===== config.mk =====
export PLATFORM = sky130hd
export DESIGN_NAME = pc_sequencer
export DESIGN_NICKNAME = d
export VERILOG_FILES = /design/src/rtl/pc_sequencer.sv
export SDC_FILE = /design/constraint.sdc
export NUM_CORES = 1
export LEC_CHECK = 0
export CAP_MARGIN = 10
export CORE_UTILIZATION = 25
export CTS_BUF_LIST = sky130_fd_sc_hd__clkbuf_4 sky130_fd_sc_hd__clkbuf_8
export CTS_CLUSTER_DIAMETER = 100
export DETAILED_ROUTE_END_ITERATION = 16
export PLACE_DENSITY_LB_ADDON = 0.2
export SLEW_MARGIN = 20
export SYNTH_ARGS = -nofsm -noshare
export SYNTH_HDL_FRONTEND = slang
export SYNTH_SLANG_ARGS = --single-unit

===== constraint.sdc =====
create_clock -name clk -period 8.9 [get_ports clk]
set_clock_uncertainty 0.2 [all_clocks]
set_input_delay 2.225 -clock clk [delete_from_list [all_inputs] [get_ports clk]]
set_output_delay 2.225 -clock clk [all_outputs]
set_load 0.02 [all_outputs]

===== src/rtl/pc_sequencer.sv =====
// pc_sequencer: fetches one instruction at a time, holds it for execution and
// then selects the next program counter.
// The next PC is chosen from three sources: a jump target, a branch target or
// the sequential pc+4. A jr to a misaligned address parks the sequencer in
// HALT with a sticky fault, and only a reset leaves HALT.
module pc_sequencer #(
   parameter logic [31:0] RESET_PC = 32'h0000_0000
) (
   input  logic        clk,
   input  logic        reset,
   input  logic        branch,
   input  logic        zero,
   input  logic        jmp,
   input  logic        jr,
   input  logic [31:0] expand,
   input  logic [31:0] rs,
   input  logic        stall,
   output logic        imem_req,
   output logic [31:0] imem_addr,
   input  logic        imem_ack,
   input  logic [31:0] imem_rdata,
   output logic [31:0] instr,
   output logic        instr_valid,
   output logic [31:0] pc,
   output logic [31:0] pc_add4,
   output logic        fault
);

   typedef enum logic [1:0] {
      FETCH = 2'd0,
      WAIT  = 2'd1,
      EXEC  = 2'd2,
      HALT  = 2'd3
   } state_t;

   state_t             state;
   state_t             state_nxt;

   logic [31:0]        pc_r;
   logic [31:0]        instr_r;
   logic               fault_r;

   logic signed [31:0] offset_s;
   logic [31:0]        br_target;
   logic [31:0]        jmp_target;
   logic [31:0]        next_pc;
   logic               in_fetch;
   logic               take_ack;
   logic               advance;
   logic               jr_misaligned;

   // Sequential successor; the add wraps naturally at 2^32.
   assign pc_add4    = pc_r + 32'd4;

   // The branch offset counts words, so scale it to bytes while keeping its sign.
   assign offset_s   = $signed(expand) <<< 2;
   assign br_target  = pc_add4 + $unsigned(offset_s);

   // The jump target keeps the 256 MB region of the next instruction.
   assign jmp_target = {pc_add4[31:28], instr_r[25:0], 2'b00};

   // The fetch is active in FETCH and in WAIT. An ack in any other state is
   // ignored, so it never disturbs the held instruction.
   assign in_fetch      = (state == FETCH) || (state == WAIT);
   assign take_ack      = in_fetch && imem_ack;

   // The control inputs are honoured only when the instruction retires.
   assign advance       = (state == EXEC) && !stall;
   assign jr_misaligned = jr && (rs[1:0] != 2'b00);

   // Select the next-PC target: a register jump beats an absolute jump, and
   // either jump beats a taken branch.
   always_comb begin
      next_pc = pc_add4;
      if (jr) begin
         next_pc = rs;
      end else if (jmp) begin
         next_pc = jmp_target;
      end else if (branch && zero) begin
         next_pc = br_target;
      end
   end

   // State register; reset returns to FETCH asynchronously.
   always_ff @(posedge clk or posedge reset) begin
      if (reset) begin
         state <= FETCH;
      end else begin
         state <= state_nxt;
      end
   end

   // Next-state logic. An ack seen in FETCH skips WAIT, which gives a
   // one-cycle fetch. A stall holds only EXEC, so an ack that arrives
   // together with a stall still completes the fetch.
   always_comb begin
      state_nxt = state;
      case (state)
         FETCH:   state_nxt = imem_ack ? EXEC : WAIT;
         WAIT:    state_nxt = imem_ack ? EXEC : WAIT;
         EXEC: begin
            if (!stall) begin
               state_nxt = jr_misaligned ? HALT : FETCH;
            end
         end
         HALT:    state_nxt = HALT;
         default: state_nxt = FETCH;
      endcase
   end

   // Output decode. The request is also gated by reset, because the reset
   // state is FETCH and the request must still drop as soon as reset rises.
   always_comb begin
      imem_req    = 1'b0;
      instr_valid = 1'b0;
      case (state)
         FETCH,
         WAIT:    imem_req    = !reset;
         EXEC:    instr_valid = 1'b1;
         default: begin
            imem_req    = 1'b0;
            instr_valid = 1'b0;
         end
      endcase
   end

   // PC, instruction latch and sticky fault. A misaligned jr leaves the pc on
   // the faulting instruction so that the failing address can be inspected.
   always_ff @(posedge clk or posedge reset) begin
      if (reset) begin
         pc_r    <= RESET_PC;
         instr_r <= 32'h0000_0000;
         fault_r <= 1'b0;
      end else begin
         if (take_ack) begin
            instr_r <= imem_rdata;
         end
         if (advance) begin
            if (jr_misaligned) begin
               fault_r <= 1'b1;
            end else begin
               pc_r <= next_pc;
            end
         end
      end
   end

   assign imem_addr = pc_r;
   assign pc        = pc_r;
   assign instr     = instr_r;
   assign fault     = fault_r;

endmodule


==> results.yml <==
worst_setup_path:
  reg2reg_slack_ps: 4260
  worstSetupPathType: "in -> out"
  cp_num_buf_inv: 2
  reg2reg_to: "imem_addr[31]"
  worst-endpoint-arrival_ps: 3360
  cp_max_fo: 2
  cp_common_cell: "clkdlybuf4s50_1"
  crit_path_start_kind: "input pin"
  crit_chain: "clkdlybuf4s50_1, nor2_1, clkdlybuf4s50_1"
  required_ps: 6480
  critPathLaunch: "reset"
  r2r_cells: 17
  r2r_start: "imem_addr[3]"
  path_delay_family: "buffers and inverters"
  crit_path_end_kind: "output port"
  crit_slowest_cell: "clkdlybuf4s50_1"
  cp_slowest_stage_delay_ps: 610
sta:
  whs_ps: 290.3
  clock.fmax_mhz: 172.8
  setup_viol: 0
  period_share_pct: 65.01
  tightest_slew_ps: 993.9
  rsz0062_at_grt: "false"
  fin_crit_ps: 5786
  slew_headroom_pct: 33.60
  setup_tns_ps: 0
  worst_slack_ps: 3114
  hold_violations: 0
  slew_viol_final: 0
layout:
  final_layout_size_suffix_gt1_share_pct: 6.845
  nNetsFinal: 998
  diodes: 0
  area_delta_synth_final_pct: 45.18
placed_design:
  dp_hpwl_mm: 16.26
  routabilityCongestion: 0.8120
  dp_slack_ps: 3111
  io_buffers: 232
detailed_routing:
  wl_per_cell_um: 18.17
  drc: 0
  dr.first_iter.drc_count: 298
  antenna_left: 0
  drtPass1Iterations: 4
  routed_wl_mm: 20.75
  via_count: 5400
  vias_per_cell: 4.729
hold_path:
  min_from: "fault"
  min_path_type: "reg -> reg"
  whs_endpoint: "fault"
  min_path_cells: 1
die:
  initial_core_util_pct: 25.61
  core_region_area_sq_mm: 0.02189
  die_h_um: 151.7
  rows: 54
  fp.dieW_um: 151.7
  die_area_sq_mm: 0.02303
  ios: 235
global_route:
  antenna_found_initial: 1
  grt_max_degree: 68
  grt_use_total_pct: 17.99
  grt_pass1_vias: 5139
  overflow: 0
  grt_pass1_wl_mm: 31.01
clock_tree:
  cts-resized-gates: 0
  clock-sinks: 67
  postCtsSetupBuffers: 0
  cts.htree.levels: 3
  clk_latency_ps: 350
  cts_made_buffers: 9
  ctsLongestPathBuffers: 2
  clkSlewWorstSetupHoldPaths_ps: 80
  hold_buffers: 0
  cts-root-buf: "clkbuf_8"
  tritoncts: "built"
power_and_ir_drop:
  peakVddDrop_v: 0.0001358
  cellPowerDensity_mw_per_mm2: 360.7
  total_power_mw: 2.936
  p_leak_nw: 3.308
synth:
  syn_avg_cell_area_sq_um: 8.341
  synth_commonest_cells: "nand2_1 (69), dfrtp_1 (67), nor2_1 (67)"
  async_reset_ff_share_pct: 100.0
  synth_top_family_by_area: "compound AO/OA/AOI/OAI gates"
  synthCells: 672
  ys.flop_type: "dfrtp_1"
  synthesis.area_sq_mm: 0.005605
  syn_nets: 813
  yosysSeqAreaShare_pct: 29.91
  synth_fa_ha_area_share_pct: 8.393
  yosys-top-cells-area: "dfrtp_1 (30%), ha_1 (8.0%), mux2_2 (5.4%)"
  synth.top_cell.area_share_pct: 29.91
  synth_top_area_cell: "dfrtp_1"
  synth_compound_area_share_pct: 21.21
  synth_simple_gate_area_share_pct: 18.19
  synth-edff-count: 0
  synth_xor_area_share_pct: 7.656
  synth.distinct_cells: 60
  synthMuxAreaShare_pct: 6.853
  yosysMostFrequentCell: "nand2_1"
  postSynthRegisterBits: 67
  synth_warnings: 0
job:
  drv_cap: 0
status:
  outcome: "complete, no violations"
registers in the layout (all words and copies together) (netlist names):
register   count
fault          1
imem_addr     32
instr         32
state          2
cell type report:
class	count	area, sq um
clock buffer	10	137.6
timing repair buffer	239	2375
multi-input combinational	525	3500
tap	280	350.3
fill	2341	13750
inverter	15	57.56
clock inverter	6	41.29
sequential	67	1677
how the worst max path moves through the flow:
stage | to | slack (ps) | cells past startpoint
after global routing | pc_add4[28] | 2990 | 8
after detailed placement | imem_req | 3110 | 3
final | imem_req | 3110 | 3
after CTS | imem_req | 3100 | 3
after floorplan | imem_req | 3970 | 1
after global placement | imem_req | 3110 | 3
metrics by stage:
stage          std cells  area, sq um  utilization, %
2_1_floorplan        672         5605               -
3_3_place_gp        1126         7959           36.36
3_5_place_dp        1126         7959           36.36
4_1_cts             1142         8138           37.17
5_1_grt             1142         8138           37.17
6_report            1142         8138           37.17
cells in the final DEF, fill, tap and decap left out, drive strengths merged, types with 3 or more instances in the layout:
cell type | netlist | routed
clkdlybuf4s50 | 0 | 232
buf | 38 | 7
and2 | 3 | 3
clkbuf | 27 | 10
o31ai | 3 | 3
dfrtp | 67 | 67
nand3 | 18 | 18
o311ai | 4 | 4
nand2 | 69 | 69
clkinv | 0 | 4
o21bai | 5 | 5
a311oi | 4 | 4
a21oi | 48 | 48
nor3 | 15 | 15
nand4 | 7 | 7
a211oi | 6 | 6
mux2 | 27 | 27
or3 | 6 | 6
o211ai | 12 | 12
mux2i | 8 | 8
xnor2 | 31 | 31
a31oi | 9 | 9
and4 | 6 | 6
o21ai | 49 | 49
nor2 | 67 | 67
nand2b | 6 | 6
inv | 15 | 14
nor2b | 6 | 6
o22ai | 5 | 5
o21a | 7 | 7
ha | 36 | 36
clkinvlp | 0 | 3
and3 | 9 | 9
a21o | 18 | 18
xor2 | 18 | 18
worst register-to-register path: stages, from the launching register on:
cell	delay, ps
dfrtp_1	460
ha_1	230
nand3_1	140
nor2_1	300
nand4_1	300
nor2_1	210
xnor2_1	200
ha_1	380
a21o_1	230
a2111o_1	410
a21oi_1	120
and3_2	240
o21ai_2	80
and3_4	180
o31ai_4	240
mux2i_1	330
xnor2_1	160
o22ai_1	90
power by group:
group	switching, mW	internal, mW	total (mW)
Combinational	1.09	0.950	2.04
Sequential	0.213	0.448	0.661
Clock	0.127	0.108	0.235
routing by layer:
layer | up-vias | track usage [%] | wire length, um
li1 | 2748 | - | -
met1 | 2495 | 26.52 | 10300
met2 | 139 | 27.32 | 9112
met3 | 16 | 2.814 | 1131
met4 | 2 | 3.861 | 184
met5 | - | 0 | 16
kinds of logic after synthesis:
family | Yosys count
XOR/XNOR | 49
adder cells (fa/ha/maj) | 37
buffers and inverters | 80
AO/OA/AOI/OAI | 185
multiplexers | 35
flip-flops | 67
AND/OR/NAND/NOR | 219
Note: power is estimated with default switching activity, not from simulation.
==> patch: new RTL, same settings <==
Make the reset (`reset`) synchronous in 2 clocked blocks. Comments in the files are not updated.
--- a/src/rtl/pc_sequencer.sv
+++ b/src/rtl/pc_sequencer.sv
@@ -82,7 +82,7 @@
    end
 
    // State register; reset returns to FETCH asynchronously.
-   always_ff @(posedge clk or posedge reset) begin
+   always_ff @(posedge clk) begin
       if (reset) begin
          state <= FETCH;
       end else begin
@@ -126,7 +126,7 @@
 
    // PC, instruction latch and sticky fault. A misaligned jr leaves the pc on
    // the faulting instruction so that the failing address can be inspected.
-   always_ff @(posedge clk or posedge reset) begin
+   always_ff @(posedge clk) begin
       if (reset) begin
          pc_r    <= RESET_PC;
          instr_r <= 32'h0000_0000;
Check against the original RTL: differs if reset is asserted again (counterexample within 4 cycles, from zero or initial values and one cycle with reset high); with reset held inactive, the same outputs for 10 cycles.
==> patch against the original RTL <==
Setup slack better by 74 ps; register-to-register slack about the same; via count is 10% higher; sequential cell count stayed put; global-route usage grew 1.1 points; cell count is 5.8% higher; wire length rose by 4.7%; cell area shrank 1.5%; synthesized area fell by 1.8%; critical endpoint is now pc_add4[22]; largest cell class unchanged.
Power is left out: it rests on default switching activity, and per cell area and clock period it moved more than threefold.
==> patch: results <==
clock_tree:
  clk_pin_slew_ps: 80
  htreeDepth: 3
  cts-resized-gates: 0
  cts-buffers-inserted: 9
  root_buffer: "clkbuf_8"
  clock_latency_ps: 360
  postCtsSetupBuffers: 0
  clk_path_buf_depth: 2
drt:
  avgRoutedWirePerCell_um: 18.0
  vias_per_cell: 4.93
  drt_iter0_markers: 301
  first_pass_iters: 5
synth:
  synth_cell_types: 62
  synth-main-ff-cell: "dfxtp_1"
  synth_adder_area_share: 0.0855
  synth_compound_area_frac: 0.267
  syn-num-nets: 894
  async_reset_ff_frac: 0
  synth_xor_area_frac: 0.0796
  synth_common_cells: "115 x nand2_1, 94 x a21oi_1, 67 x dfxtp_1"
  yosysWarningCount: 0
  synth.area.top_cells: "dfxtp_1 24%, a21oi_1 8.5%, ha_1 8.2%"
  synth_mux_area_frac: 0.00909
  seq_area_frac_synth: 0.244
run:
  cap_violations: 0
final_layout:
  num-fill-cells: 2259
  nNetsFinal: 1069
  antenna_cells: 0
  drive_gt1_frac: 0.0407
critical_path:
  crit_fanout: 7
  arrival_ps: 3290
  slowest_stage: "clkdlybuf4s50_1"
  cpPeakStageDelay_ps: 710
status:
  status: "finished, final reports clean"
sta:
  tightest_slew_ps: 1050
global_routing:
  antenna_found_initial: 0
  grt_pass1_wl_mm: 32.6
  grt_use_total: 0.191
  grt_max_degree: 65
  first_global_vias: 5502
hold_path:
  min_path_type: "flop to flop"
placement:
  hpwl_mm: 16.7
  port_buffers: 232
  gp_congestion: 0.850
[patch: routing by layer]
metal  vias to the layer above  GRT usage  routed length [um]
met5                         -          0                   0
met4                         0     0.0434                 136
met3                         9     0.0409                1470
met2                       165      0.285                9500
met1                      2760      0.276               10600
li1                       3018          -                   -
[patch: final cells by class]
class | count | area (um2) | area share
inverter | 13 | 48.8 | 0.00609
timing repair buffer | 240 | 2380 | 0.297
clock inverter | 6 | 65.1 | 0.00812
tap | 275 | 344 | 0.0429
multi-input combinational | 597 | 3700 | 0.462
clock buffer | 10 | 138 | 0.0172
sequential | 67 | 1340 | 0.167
[patch: worst max-delay path: cells and delay by family, from the launching register on]
kind / cells / cell delay (ps)
XOR/XNOR: 1 / 470
buffers and inverters: 1 / 710
adder cells (fa/ha/maj): 1 / 280
AND/OR/NAND/NOR: 4 / 980
flip-flops: 1 / 490
[patch: stage by stage]
step	hold WS, ps	setup WS, ps	utilization	instances	cell area [um2]
after global routing	272	3020	0.377	1208	8020
after detailed placement	246	3290	0.367	1192	7810
after CTS	256	3140	0.377	1208	8020
final	254	3190	0.377	1208	8020
after global placement	240	3340	0.367	1192	7810
after floorplan	291	3550	-	753	5500
[patch: final timing paths]
check             cells after the start       endpoint    startpoint  slack (ps)
hold / removal                        2      instr[28]     instr[28]         250
setup reg to reg                     16  imem_addr[29]  imem_addr[3]        4260
setup / recovery                      7    pc_add4[22]  imem_addr[3]        3190
hold reg to reg                       2      instr[28]     instr[28]         250
